===== src/rtl/decode_pipe_stage.sv =====
// Decode stage: combinational instruction decode feeding a DEPTH-entry circular buffer.
// Optional macro DECODE_ILLEGAL_TRAP_EN enables illegal-instruction flagging.
module decode_pipe_stage #(
    parameter int XLEN  = 32,
    parameter int DEPTH = 2
) (
    input  logic            clk,
    input  logic            rst_n,
    input  logic            in_valid,
    output logic            in_ready,
    input  logic [31:0]     in_instr,
    input  logic [XLEN-1:0] in_pc,
    input  logic            flush,
    output logic            out_valid,
    input  logic            out_ready,
    output logic [16:0]     out_ctrl,
    output logic [XLEN-1:0] out_imm,
    output logic [4:0]      out_rd,
    output logic [4:0]      out_rs1,
    output logic [4:0]      out_rs2,
    output logic [XLEN-1:0] out_pc,
    output logic            out_illegal
);

    localparam int PTR_W = (DEPTH > 1) ? $clog2(DEPTH) : 1;
    localparam int CNT_W = $clog2(DEPTH + 1);
    localparam logic [CNT_W-1:0] FULL_COUNT = CNT_W'(DEPTH);
    localparam logic [PTR_W-1:0] LAST_PTR   = PTR_W'(DEPTH - 1);

    localparam logic [6:0] OPC_LUI    = 7'b0110111;
    localparam logic [6:0] OPC_AUIPC  = 7'b0010111;
    localparam logic [6:0] OPC_JAL    = 7'b1101111;
    localparam logic [6:0] OPC_JALR   = 7'b1100111;
    localparam logic [6:0] OPC_BRANCH = 7'b1100011;
    localparam logic [6:0] OPC_LOAD   = 7'b0000011;
    localparam logic [6:0] OPC_STORE  = 7'b0100011;
    localparam logic [6:0] OPC_OPIMM  = 7'b0010011;
    localparam logic [6:0] OPC_OP     = 7'b0110011;

    // ------------------------------------------------------------------
    // Combinational decode of the incoming instruction
    // ------------------------------------------------------------------
    logic [6:0]  opcode;
    logic [2:0]  funct3;
    logic [6:0]  funct7;
    logic [31:0] imm_i, imm_s, imm_b, imm_u, imm_j;

    assign opcode = in_instr[6:0];
    assign funct3 = in_instr[14:12];
    assign funct7 = in_instr[31:25];

    assign imm_i = {{20{in_instr[31]}}, in_instr[31:20]};
    assign imm_s = {{20{in_instr[31]}}, in_instr[31:25], in_instr[11:7]};
    assign imm_b = {{19{in_instr[31]}}, in_instr[31], in_instr[7], in_instr[30:25], in_instr[11:8], 1'b0};
    assign imm_u = {in_instr[31:12], 12'b0};
    assign imm_j = {{11{in_instr[31]}}, in_instr[31], in_instr[19:12], in_instr[20], in_instr[30:21], 1'b0};

    logic [3:0]  alu_op;
    logic [2:0]  dataout_src;
    logic [1:0]  alu_srca;
    logic [1:0]  mem_wdsrc;
    logic        alu_srcb;
    logic        mem_we;
    logic        reg_we;
    logic        branch;
    logic        jalr;
    logic        jump;
    logic        illegal;
    logic signed [31:0] imm32;
    logic [16:0]     ctrl_next;
    logic [XLEN-1:0] imm_next;

    always_comb begin
        alu_op      = 4'b0000;
        dataout_src = 3'b000;
        alu_srca    = 2'b00;
        mem_wdsrc   = 2'b00;
        alu_srcb    = 1'b0;
        mem_we      = 1'b0;
        reg_we      = 1'b0;
        branch      = 1'b0;
        jalr        = 1'b0;
        jump        = 1'b0;
        illegal     = 1'b0;
        imm32       = '0;
        case (opcode)
            OPC_LUI: begin
                reg_we      = 1'b1;
                dataout_src = 3'b011;
                alu_srca    = 2'b10;
                alu_srcb    = 1'b1;
                imm32       = imm_u;
            end
            OPC_AUIPC: begin
                reg_we   = 1'b1;
                alu_srca = 2'b01;
                alu_srcb = 1'b1;
                imm32    = imm_u;
            end
            OPC_JAL: begin
                reg_we      = 1'b1;
                jump        = 1'b1;
                dataout_src = 3'b010;
                alu_srca    = 2'b01;
                alu_srcb    = 1'b1;
                imm32       = imm_j;
            end
            OPC_JALR: begin
                reg_we      = 1'b1;
                jalr        = 1'b1;
                dataout_src = 3'b010;
                alu_srcb    = 1'b1;
                imm32       = imm_i;
            end
            OPC_BRANCH: begin
                branch = 1'b1;
                alu_op = {1'b1, funct3};
                imm32  = imm_b;
            end
            OPC_LOAD: begin
                reg_we      = 1'b1;
                dataout_src = 3'b001;
                alu_srcb    = 1'b1;
                mem_wdsrc   = funct3[1:0];
                imm32       = imm_i;
            end
            OPC_STORE: begin
                mem_we    = 1'b1;
                alu_srcb  = 1'b1;
                mem_wdsrc = funct3[1:0];
                imm32     = imm_s;
            end
            OPC_OPIMM: begin
                reg_we   = 1'b1;
                alu_srcb = 1'b1;
                // Only the shift-right encoding distinguishes SRLI/SRAI via bit 30
                alu_op   = {(funct3 == 3'b101) ? funct7[5] : 1'b0, funct3};
                imm32    = imm_i;
            end
            OPC_OP: begin
                reg_we = 1'b1;
                alu_op = {funct7[5], funct3};
`ifdef DECODE_ILLEGAL_TRAP_EN
                illegal = (funct7 != 7'b0000000) && (funct7 != 7'b0100000);
`endif
            end
            default: begin
`ifdef DECODE_ILLEGAL_TRAP_EN
                illegal = 1'b1;
`endif
            end
        endcase
        if (illegal) begin
            reg_we = 1'b0;
            mem_we = 1'b0;
            branch = 1'b0;
            jalr   = 1'b0;
            jump   = 1'b0;
        end
    end

    assign ctrl_next = {alu_op, dataout_src, alu_srca, mem_wdsrc,
                        alu_srcb, mem_we, reg_we, branch, jalr, jump};
    assign imm_next  = XLEN'(imm32);

    // ------------------------------------------------------------------
    // Circular buffer control
    // ------------------------------------------------------------------
    logic [PTR_W-1:0] wr_ptr_reg;
    logic [PTR_W-1:0] rd_ptr_reg;
    logic [CNT_W-1:0] count_reg;
    logic             push;
    logic             pop;

    // Reset gates in_ready directly so it reads 0 throughout the reset window
    assign in_ready  = rst_n && (count_reg != FULL_COUNT);
    assign out_valid = (count_reg != '0);
    assign push      = in_valid && in_ready && !flush;
    assign pop       = out_valid && out_ready && !flush;

    always_ff @(posedge clk or negedge rst_n) begin
        if (!rst_n) begin
            wr_ptr_reg <= '0;
            rd_ptr_reg <= '0;
            count_reg  <= '0;
        end else if (flush) begin
            wr_ptr_reg <= '0;
            rd_ptr_reg <= '0;
            count_reg  <= '0;
        end else begin
            if (push) begin
                wr_ptr_reg <= (wr_ptr_reg == LAST_PTR) ? '0 : wr_ptr_reg + 1'b1;
            end
            if (pop) begin
                rd_ptr_reg <= (rd_ptr_reg == LAST_PTR) ? '0 : rd_ptr_reg + 1'b1;
            end
            case ({push, pop})
                2'b10:   count_reg <= count_reg + 1'b1;
                2'b01:   count_reg <= count_reg - 1'b1;
                default: count_reg <= count_reg;
            endcase
        end
    end

    // ------------------------------------------------------------------
    // Entry storage: no reset needed, contents are qualified by count
    // ------------------------------------------------------------------
    logic [16:0]     ctrl_mem [DEPTH];
    logic [XLEN-1:0] imm_mem  [DEPTH];
    logic [XLEN-1:0] pc_mem   [DEPTH];
    logic [4:0]      rd_mem   [DEPTH];
    logic [4:0]      rs1_mem  [DEPTH];
    logic [4:0]      rs2_mem  [DEPTH];

    always_ff @(posedge clk) begin
        if (push) begin
            ctrl_mem[wr_ptr_reg] <= ctrl_next;
            imm_mem[wr_ptr_reg]  <= imm_next;
            pc_mem[wr_ptr_reg]   <= in_pc;
            rd_mem[wr_ptr_reg]   <= in_instr[11:7];
            rs1_mem[wr_ptr_reg]  <= in_instr[19:15];
            rs2_mem[wr_ptr_reg]  <= in_instr[24:20];
        end
    end

    assign out_ctrl = out_valid ? ctrl_mem[rd_ptr_reg] : '0;
    assign out_imm  = out_valid ? imm_mem[rd_ptr_reg]  : '0;
    assign out_pc   = pc_mem[rd_ptr_reg];
    assign out_rd   = rd_mem[rd_ptr_reg];
    assign out_rs1  = rs1_mem[rd_ptr_reg];
    assign out_rs2  = rs2_mem[rd_ptr_reg];

`ifdef DECODE_ILLEGAL_TRAP_EN
    logic ill_mem [DEPTH];

    always_ff @(posedge clk) begin
        if (push) begin
            ill_mem[wr_ptr_reg] <= illegal;
        end
    end

    assign out_illegal = out_valid ? ill_mem[rd_ptr_reg] : 1'b0;
`else
    assign out_illegal = 1'b0;
`endif

endmodule


===== config.mk =====
export PLATFORM = sky130hd
export DESIGN_NAME = decode_pipe_stage
export DESIGN_NICKNAME = d
export VERILOG_FILES = /design/src/rtl/decode_pipe_stage.sv
export SDC_FILE = /design/constraint.sdc
export NUM_CORES = 1
export LEC_CHECK = 0
export ABC_AREA = 1
export BUFFER_PORTS_ARGS = -buffer_cell sky130_fd_sc_hd__buf_4
export CAP_MARGIN = 30
export CORE_MARGIN = 2
export CORE_UTILIZATION = 32
export DETAILED_ROUTE_END_ITERATION = 10
export PLACE_DENSITY = 0.61
export SETUP_SLACK_MARGIN = 0.5
export SLEW_MARGIN = 15
export SYNTH_ARGS = -nofsm -noshare
export SYNTH_HDL_FRONTEND = slang
export SYNTH_SLANG_ARGS = --single-unit

===== constraint.sdc =====
create_clock -name clk -period 9 [get_ports clk]
set_input_delay 1.8 -clock clk [delete_from_list [all_inputs] [get_ports clk]]
set_output_delay 1.8 -clock clk [all_outputs]
set_load 0.05 [all_outputs]

==> reports/metrics.csv, run 1 <==
stage,metric,value,unit
logic_synthesis,Synth area leader,edfxtp_1,
clocking,CTS root buffer,clkbuf_16,
drt,# DRC,0,
finish,fin nets,911,
clocking,hold buffers post-CTS,0,
finish,share of post-route cells with drive strength above 1,0.256,
place,Final HPWL DP,12600,um
global_route,GRT Util Overall,0.147,
clocking,CTS tree,yes,
power,pwr dens,255,mW/mm2
power,combinational fraction of design power,0.296,
drt,drt first-iter violations,364,
critical_path,crit path from,rd_ptr_reg,
timing,Final Hold Vio Count,0,
critical_path,CP arrival,2.87,ns
logic_synthesis,Most used DFF post-synth,edfxtp_1,
global_route,first-pass GRT wire length,28800,um
power,Sw Ratio,0.364,
place,IO Port Bufs,165,
critical_path,critical path's top delay family,buffers and inverters,
finish,Largest regs,"imm_mem (64), pc_mem (64), ctrl_mem (32)",
logic_synthesis,synthesized cell area,0.00784,mm2
critical_path,reg2reg start,count_reg[0],
global_route,vias in the first global route,5223,
drt,via count,5336,
power,leakage,4.30,nW
power,sequential share of power,0.409,
power,VDD IR-drop max,114,uV
finish,area grow syn2layout,28.0,%
power,NetSw,0.932,mW
logic_synthesis,Gate Count Post-Synth,680,
timing,"Setup violations, final",0,
critical_path,crit-path max FO,51,
logic_synthesis,Synth Warn #,0,
logic_synthesis,"EDFF count, synth",190,
critical_path,critical path launch point type,flip-flop,
clocking,CTS resizes,0,
global_route,largest net degree at the start of global routing,62,
hold_path,start point of the worst hold path,wr_ptr_reg,
timing,Fmax achieved,0.214,GHz
timing,fin crit period,4.67,ns
critical_path,"slowest stage delay, CP",0.69,ns
logic_synthesis,mean cell area of the mapped netlist,11.5,um2
hold_path,Hold/Removal Path Class,flip-flop to flip-flop,
floorplan,Initial Util,0.324,
critical_path,Worst Path Buf+Inv,3,
global_route,aggregate global routing overflow,0,
floorplan,# IOs,168,
drt,final wirelength,19000,um
timing,TNS Setup,0,ns
timing,Clock Skew,0.0107,ns
critical_path,worst path required time,7.20,ns
clocking,CTS H-tree lvls,4,
timing,setup ws final,4.33,ns
timing,RSZ-0062 raised after global routing,false,
timing,final worst-path cycle share,0.519,
logic_synthesis,distinct cell type count of the synthesized netlist,27,
drt,DR WL/cell,16.1,um
finish,"most common cell after layout, fill and taps aside",nand2_1,
place,"worst slack, placed",4.71,ns
finish,most frequent cells in the layout,"nand2_1, edfxtp_1, buf_4",
floorplan,die height,161,um
critical_path,Worst Setup End Kind,output port,
clocking,Post-CTS Setup Bufs,0,
clocking,Num CTS Buffers,17,
clocking,Sink Count,194,
place,gp weighted congestion,0.764,
floorplan,core area,0.0242,mm2
timing,Rel. slew slack,0.516,
critical_path,CP max stage cell,dfrtp_4,
logic_synthesis,main area contributors after synthesis,"edfxtp_1, nand2_1, a21oi_1",
logic_synthesis,ys async rst share,0.0206,
drt,Post-DRT Antenna Nets,0,
global_route,initial antenna violation count,0,
power,Int Power,1.63,mW
critical_path,"Top cell by count, worst path",buf_4,
outcome,outcome,finished clean,
finish,Diodes inserted,0,
clocking,Clock Path Buffers,2,
critical_path,type of the worst setup path,flip-flop to output port,
timing,"Slew Viols, Final",0,
run,Max Cap Violations,0,
floorplan,row cnt,57,
floorplan,DIE WIDTH,161,um
logic_synthesis,share of the synthesized area in the top cell type,0.727,
logic_synthesis,sequential area share after synthesis,0.740,
floorplan,die area,0.0258,mm2
drt,Vias/cell,4.53,
clocking,"Clk pin slew, worst setup/hold paths",0.07,ns
critical_path,worst-path cell chain,clkinv_2 > buf_4 > nand2_1 > a21oi_1 > buf_4,
drt,first drt pass iteration count,4,
power,clock power share,0.295,
timing,Tightest Pin Transition,0.725,ns
logic_synthesis,Yosys reg bits,194,
clocking,clk_lat worst skew,0.43,ns
kinds of logic after synthesis:
group,synth area share
and+or+nand+nor,0.175
buffers and inverters,0.0364
DFF,0.740
AOI/OAI and AO/OA,0.0464
xor gates and xnor gates,0.00112
other,0.000478
synth_stat cells (2+ instances only):
| cell | instances |
|---|---|
| edfxtp_1 | 190 |
| inv_1 | 34 |
| buf_4 | 3 |
| a21oi_1 | 58 |
| nand3_2 | 3 |
| nand2_1 | 307 |
| clkbuf_1 | 15 |
| nand2_2 | 2 |
| dfrtp_1 | 4 |
| inv_2 | 2 |
| nor2_1 | 14 |
| o21ai_0 | 12 |
| nand3_1 | 10 |
| buf_2 | 11 |
| nand4_1 | 3 |
power groups by stage:
stage          combinational (mW)  clock, mW  sequential (mW)
2_1_floorplan               0.524          0             1.06
3_3_place_gp                0.764          0             1.07
3_5_place_dp                0.768          0             1.07
4_1_cts                     0.770      0.772             1.05
5_1_grt                     0.807      0.803             1.05
6_report                    0.757      0.755             1.05
layer usage:
metal / track usage / wire length (um)
met1: 0.193 / 8700
met2: 0.237 / 8940
met3: 0.0431 / 1120
met4: 0.0430 / 239
met5: 0 / 0
worst paths after layout:
path | endpoint | slack [ns] | depth (start not counted)
min in group asynchronous | rd_ptr_reg | 1.16 | 1
max in group asynchronous | rd_ptr_reg | 7.72 | 1
setup / recovery | out_ctrl[3] | 4.33 | 5
setup reg to reg | imm_mem[0][20] | 6.22 | 8
hold / removal | wr_ptr_reg | 0.59 | 1
hold reg to reg | wr_ptr_reg | 0.59 | 1
layout make-up:
type	count	area (um2)
tap	324	405
multi-input combinational	420	1780
clock inverter	15	155
timing repair buffer	172	1320
inverter	37	141
fill	2290	14100
clock buffer	17	425
sequential	194	5810
stage by stage:
stage                     total power [mW]  hold WS (ns)   util  area [um2]  instances
after floorplan                       1.58         0.458      -        7850        681
after global placement                1.83         0.567  0.389        9410       1145
after detailed placement              1.84         0.573  0.391        9460       1147
after CTS                             2.59         0.584  0.415       10000       1179
after global routing                  2.66         0.608  0.415       10000       1179
final                                 2.56         0.587  0.415       10000       1179
Power figures use the tool's default switching activity.
==> run 2, diff against run 1 <==
Settings changed: PLACE_DENSITY 0.61 to 0.62.
Clock period 9 ns to 3.8 ns, I/O delays scaled along.
==> run 2 against run 1 <==
Compared with the run above:
- die area unchanged
- clock-buffer cell count increased by 2
- cell area increased by 0.19%
- utilization increased by 0.078 points
- clock power increased by 130%
- power increased by 140%
==> reports/metrics.csv, run 2 (synthesis results as in run 1) <==
stage,metric,value,unit
clocking,CTS resizes,0,
clocking,Num CTS Buffers,17,
drt,Vias/cell,4.46,
drt,DR WL/cell,16.1,um
clocking,CTS tree,yes,
global_route,GRT Util Overall,0.149,
critical_path,critical path launch point type,flip-flop,
finish,Largest regs,"imm_mem (64), pc_mem (64), ctrl_mem (32)",
floorplan,Initial Util,0.324,
clocking,Clock Path Buffers,2,
place,gp weighted congestion,0.764,
drt,drt first-iter violations,287,
critical_path,crit-path max FO,36,
place,IO Port Bufs,165,
timing,TNS Setup,0,ns
finish,most frequent cells in the layout,"nand2_1, edfxtp_1, buf_4",
clocking,clk_lat worst skew,0.43,ns
critical_path,worst path required time,3.04,ns
timing,"Slew Viols, Final",0,
drt,Post-DRT Antenna Nets,0,
global_route,largest net degree at the start of global routing,50,
timing,"Setup violations, final",0,
timing,Tightest Pin Transition,0.787,ns
floorplan,row cnt,57,
critical_path,CP arrival,2.22,ns
drt,final wirelength,19100,um
finish,final std cells w/o fill,1184,
global_route,initial antenna violation count,0,
timing,fin crit period,2.98,ns
finish,area grow syn2layout,28.2,%
critical_path,type of the worst setup path,flip-flop to output port,
run,Max Cap Violations,0,
floorplan,die area,0.0258,mm2
timing,Rel. slew slack,0.474,
clocking,Post-CTS Setup Bufs,0,
global_route,vias in the first global route,5251,
drt,via count,5286,
critical_path,Worst Setup End Kind,output port,
floorplan,die height,161,um
hold_path,Hold/Removal Path Class,input pin to async pin,
floorplan,core area,0.0242,mm2
clocking,hold buffers post-CTS,0,
finish,"most common cell after layout, fill and taps aside",nand2_1,
global_route,first-pass GRT wire length,29100,um
timing,Final Hold Vio Count,0,
timing,RSZ-0062 raised after global routing,false,
power,leakage,4.30,nW
floorplan,# IOs,168,
finish,fin nets,916,
place,Final HPWL DP,12700,um
drt,first drt pass iteration count,4,
clocking,CTS root buffer,clkbuf_16,
power,VDD IR-drop max,306,uV
global_route,aggregate global routing overflow,0,
timing,final worst-path cycle share,0.785,
drt,# DRC,0,
outcome,outcome,finished clean,
finish,Diodes inserted,0,
timing,Fmax achieved,0.335,GHz
floorplan,DIE WIDTH,161,um
clocking,Sink Count,194,
clocking,"Clk pin slew, worst setup/hold paths",0.07,ns
timing,Clock Skew,0.00947,ns
clocking,CTS H-tree lvls,4,
power,pwr dens,600,mW/mm2
place,Cells after DPL,1152,
finish,share of post-route cells with drive strength above 1,0.259,
finish,Finished Core Util,0.416,
run 2: cell count changes in the layout (fill, tap and decap cells not counted):
cell        before  now
buf_12           1    2
inv_6            5    1
clkbuf_1         0    2
clkinv_1         2    1
clkinv_4         2    3
clkinvlp_4       0    3
buf_16           1    0
buf_4          170  175
inv_8            1    0
run 2: final cells by class:
cell class | instances | area (um2)
clock buffers | 19 | 433
repair buffers | 177 | 1350
inverters | 37 | 141
fillers | 2290 | 14100
flip-flops and latches | 194 | 5810
well taps | 324 | 405
clock inverters | 13 | 136
multi-input cells | 420 | 1780
run 2: final timing paths:
kind                                        to          from  slack, ns  cells after the start
worst max-delay path               out_ctrl[2]    rd_ptr_reg       0.82                      5
worst min-delay path              count_reg[1]         rst_n       0.13                      1
worst max register to register  ctrl_mem[0][7]  count_reg[0]       1.50                      7
worst min register to register      wr_ptr_reg    wr_ptr_reg       0.57                      1
max in group asynchronous           rd_ptr_reg         rst_n       3.53                      1
min in group clk                  pc_mem[1][1]      in_pc[1]       0.52                      1
run 2: metal layers:
layer / up-vias / share of wire / GRT usage
met2: 162 / 0.48 / 0.244
met3: 11 / 0.061 / 0.0377
met4: 0 / 0.0081 / 0.0434
li1: 2612 / - / -
met5: - / 0 / 0
met1: 2501 / 0.45 / 0.196
run 2: worst max-delay path, cell delays in order (launching register included):
cell and delay [ns]:
dfrtp_4 0.49, clkinv_2 0.43, buf_4 0.31, nand2_1 0.08, a21oi_1 0.23, buf_4 0.25
run 2: through the flow:
stage | power [mW] | hold WS (ns) | instance area [um2] | setup slack [ns]
6_report | 6.04 | 0.132 | 10100 | 0.817
5_1_grt | 6.29 | 0.111 | 10100 | 0.638
4_1_cts | 6.11 | 0.110 | 10100 | 0.738
3_5_place_dp | 4.37 | 0.554 | 9490 | 1.21
3_3_place_gp | 4.36 | 0.536 | 9490 | 1.23
2_1_floorplan | 3.74 | 0.464 | 7860 | 0.844
run 2: where the power goes:
| group | total (mW) | switching, mW | internal, mW |
|---|---|---|---|
| logic | 1.84 | 1.37 | 0.469 |
| registers | 2.46 | 0.0317 | 2.42 |
| clock network | 1.74 | 0.768 | 0.969 |
==> run 3, diff against run 2 <==
Clock period 3.8 ns to 2.64 ns, I/O delays scaled along.
==> run 3 against run 2 <==
Compared with the run above:
- sequential share of layout area shrank 7.1 points
- sequential cell count unchanged
- die area unchanged
- global-route usage increased by 1.1 points
- first-iteration DRC count rose by 5.9%
- critical path type unchanged
- largest cell class unchanged
- largest power group is now combinational cells
- highest routed layer unchanged
==> reports/metrics.csv, run 3 (synthesis results as in run 1) <==
stage,metric,value,unit
outcome,outcome,finished clean,
drt,drt first-iter violations,304,
global_route,vias in the first global route,5354,
finish,Largest regs,"imm_mem (64), pc_mem (64), ctrl_mem (32)",
clocking,CTS root buffer,clkbuf_16,
place,Final HPWL DP,12500,um
timing,Fmax achieved,0.443,GHz
clocking,Sink Count,194,
power,pwr dens,859,mW/mm2
timing,RSZ-0062 raised after global routing,true,
global_route,first-pass GRT wire length,30900,um
floorplan,core area,0.0242,mm2
critical_path,crit path from,rd_ptr_reg,
floorplan,Initial Util,0.324,
drt,# DRC,0,
global_route,GRT Util Overall,0.160,
floorplan,# IOs,168,
critical_path,CP arrival,1.73,ns
timing,Final Hold Vio Count,0,
floorplan,row cnt,57,
timing,fin crit period,2.25,ns
drt,DR WL/cell,18.4,um
critical_path,Worst Setup End Kind,output port,
place,gp weighted congestion,0.825,
timing,"Slew Viols, Final",0,
clocking,CTS H-tree lvls,4,
finish,"most common cell after layout, fill and taps aside",nand2_1,
critical_path,crit-path max FO,6,
place,IO Port Bufs,165,
clocking,clk_lat worst skew,0.43,ns
hold_path,start point of the worst hold path,in_pc[8],
floorplan,die area,0.0258,mm2
global_route,largest net degree at the start of global routing,65,
finish,share of post-route cells with drive strength above 1,0.402,
clocking,"Clk pin slew, worst setup/hold paths",0.07,ns
timing,final worst-path cycle share,0.854,
place,Cells after DPL,1150,
clocking,Clock Path Buffers,2,
drt,Vias/cell,4.62,
global_route,aggregate global routing overflow,0,
run,Max Cap Violations,0,
clocking,Num CTS Buffers,17,
floorplan,DIE WIDTH,161,um
critical_path,reg2reg start,count_reg[0],
global_route,initial antenna violation count,0,
timing,Clock Skew,0.0122,ns
finish,final std cells w/o fill,1208,
power,leakage,4.81,nW
finish,area grow syn2layout,46.2,%
finish,most frequent cells in the layout,"nand2_1, edfxtp_1, buf_4",
critical_path,type of the worst setup path,flip-flop to output port,
power,VDD IR-drop max,438,uV
timing,TNS Setup,0,ns
floorplan,die height,161,um
drt,via count,5575,
finish,Diodes inserted,0,
timing,"Setup violations, final",0,
hold_path,Hold/Removal Path Class,input pin to flip-flop,
clocking,CTS tree,yes,
critical_path,critical path launch point type,flip-flop,
power,"Power, Total",9.85,mW
drt,first drt pass iteration count,5,
drt,final wirelength,22200,um
finish,fin nets,940,
critical_path,worst path required time,2.11,ns
drt,Post-DRT Antenna Nets,0,
run 3: report_power, final:
group / internal, mW / switching [mW]
registers: 3.49 / 0.0602
logic: 1.37 / 2.41
clock network: 1.40 / 1.12
run 3: layout make-up:
class                   count  area [um2]
multi-input cells         420        2240
clock inverters            12         130
flip-flops and latches    194        5810
repair buffers            201        2290
fillers                  2124       12700
well taps                 324         405
inverters                  37         156
clock buffers              20         437
run 3: routing by layer:
layer	vias to the layer above	global-route usage	wire length, um
met4	0	0.0418	278
met5	-	0	0
met2	194	0.264	11000
met3	20	0.0542	1690
met1	2683	0.203	9270
li1	2678	-	-
run 3: path summary, 6_finish.rpt:
check                           cells past startpoint           end  slack, ns
min in group asynchronous                           2  count_reg[0]       0.48
worst max register to register                      8  pc_mem[0][1]       0.82
worst min register to register                      3  count_reg[0]       0.58
worst max-delay path                                6    out_pc[24]       0.39
max in group asynchronous                           2    rd_ptr_reg       2.03
worst min-delay path                                1  pc_mem[1][8]       0.28
run 3: what timing repair did:
item                                    CTS  global route
cloned                                    7             8
gates resized for setup                  94           100
setup buffers                             7             3
endpoints found under the setup margin   96            97
endpoints found under the hold margin     4             0
hold buffers                              1             0
pin swaps                                 3            18
run 3: per-stage QoR:
step	setup WS, ns	area (um2)	util	hold WS [ns]
2_1_floorplan	0.0453	8040	-	0.232
3_3_place_gp	0.610	9730	0.402	0.351
3_5_place_dp	0.607	9730	0.402	0.352
4_1_cts	0.373	10900	0.452	0.259
5_1_grt	0.319	11500	0.474	0.260
6_report	0.385	11500	0.474	0.285
run 3: worst max-delay path: stages (launching register included):
cell       delay, ns
dfrtp_4         0.55
buf_12          0.17
buf_12          0.14
clkbuf_16       0.18
nand2_2         0.06
nand2_2         0.06
buf_6           0.15
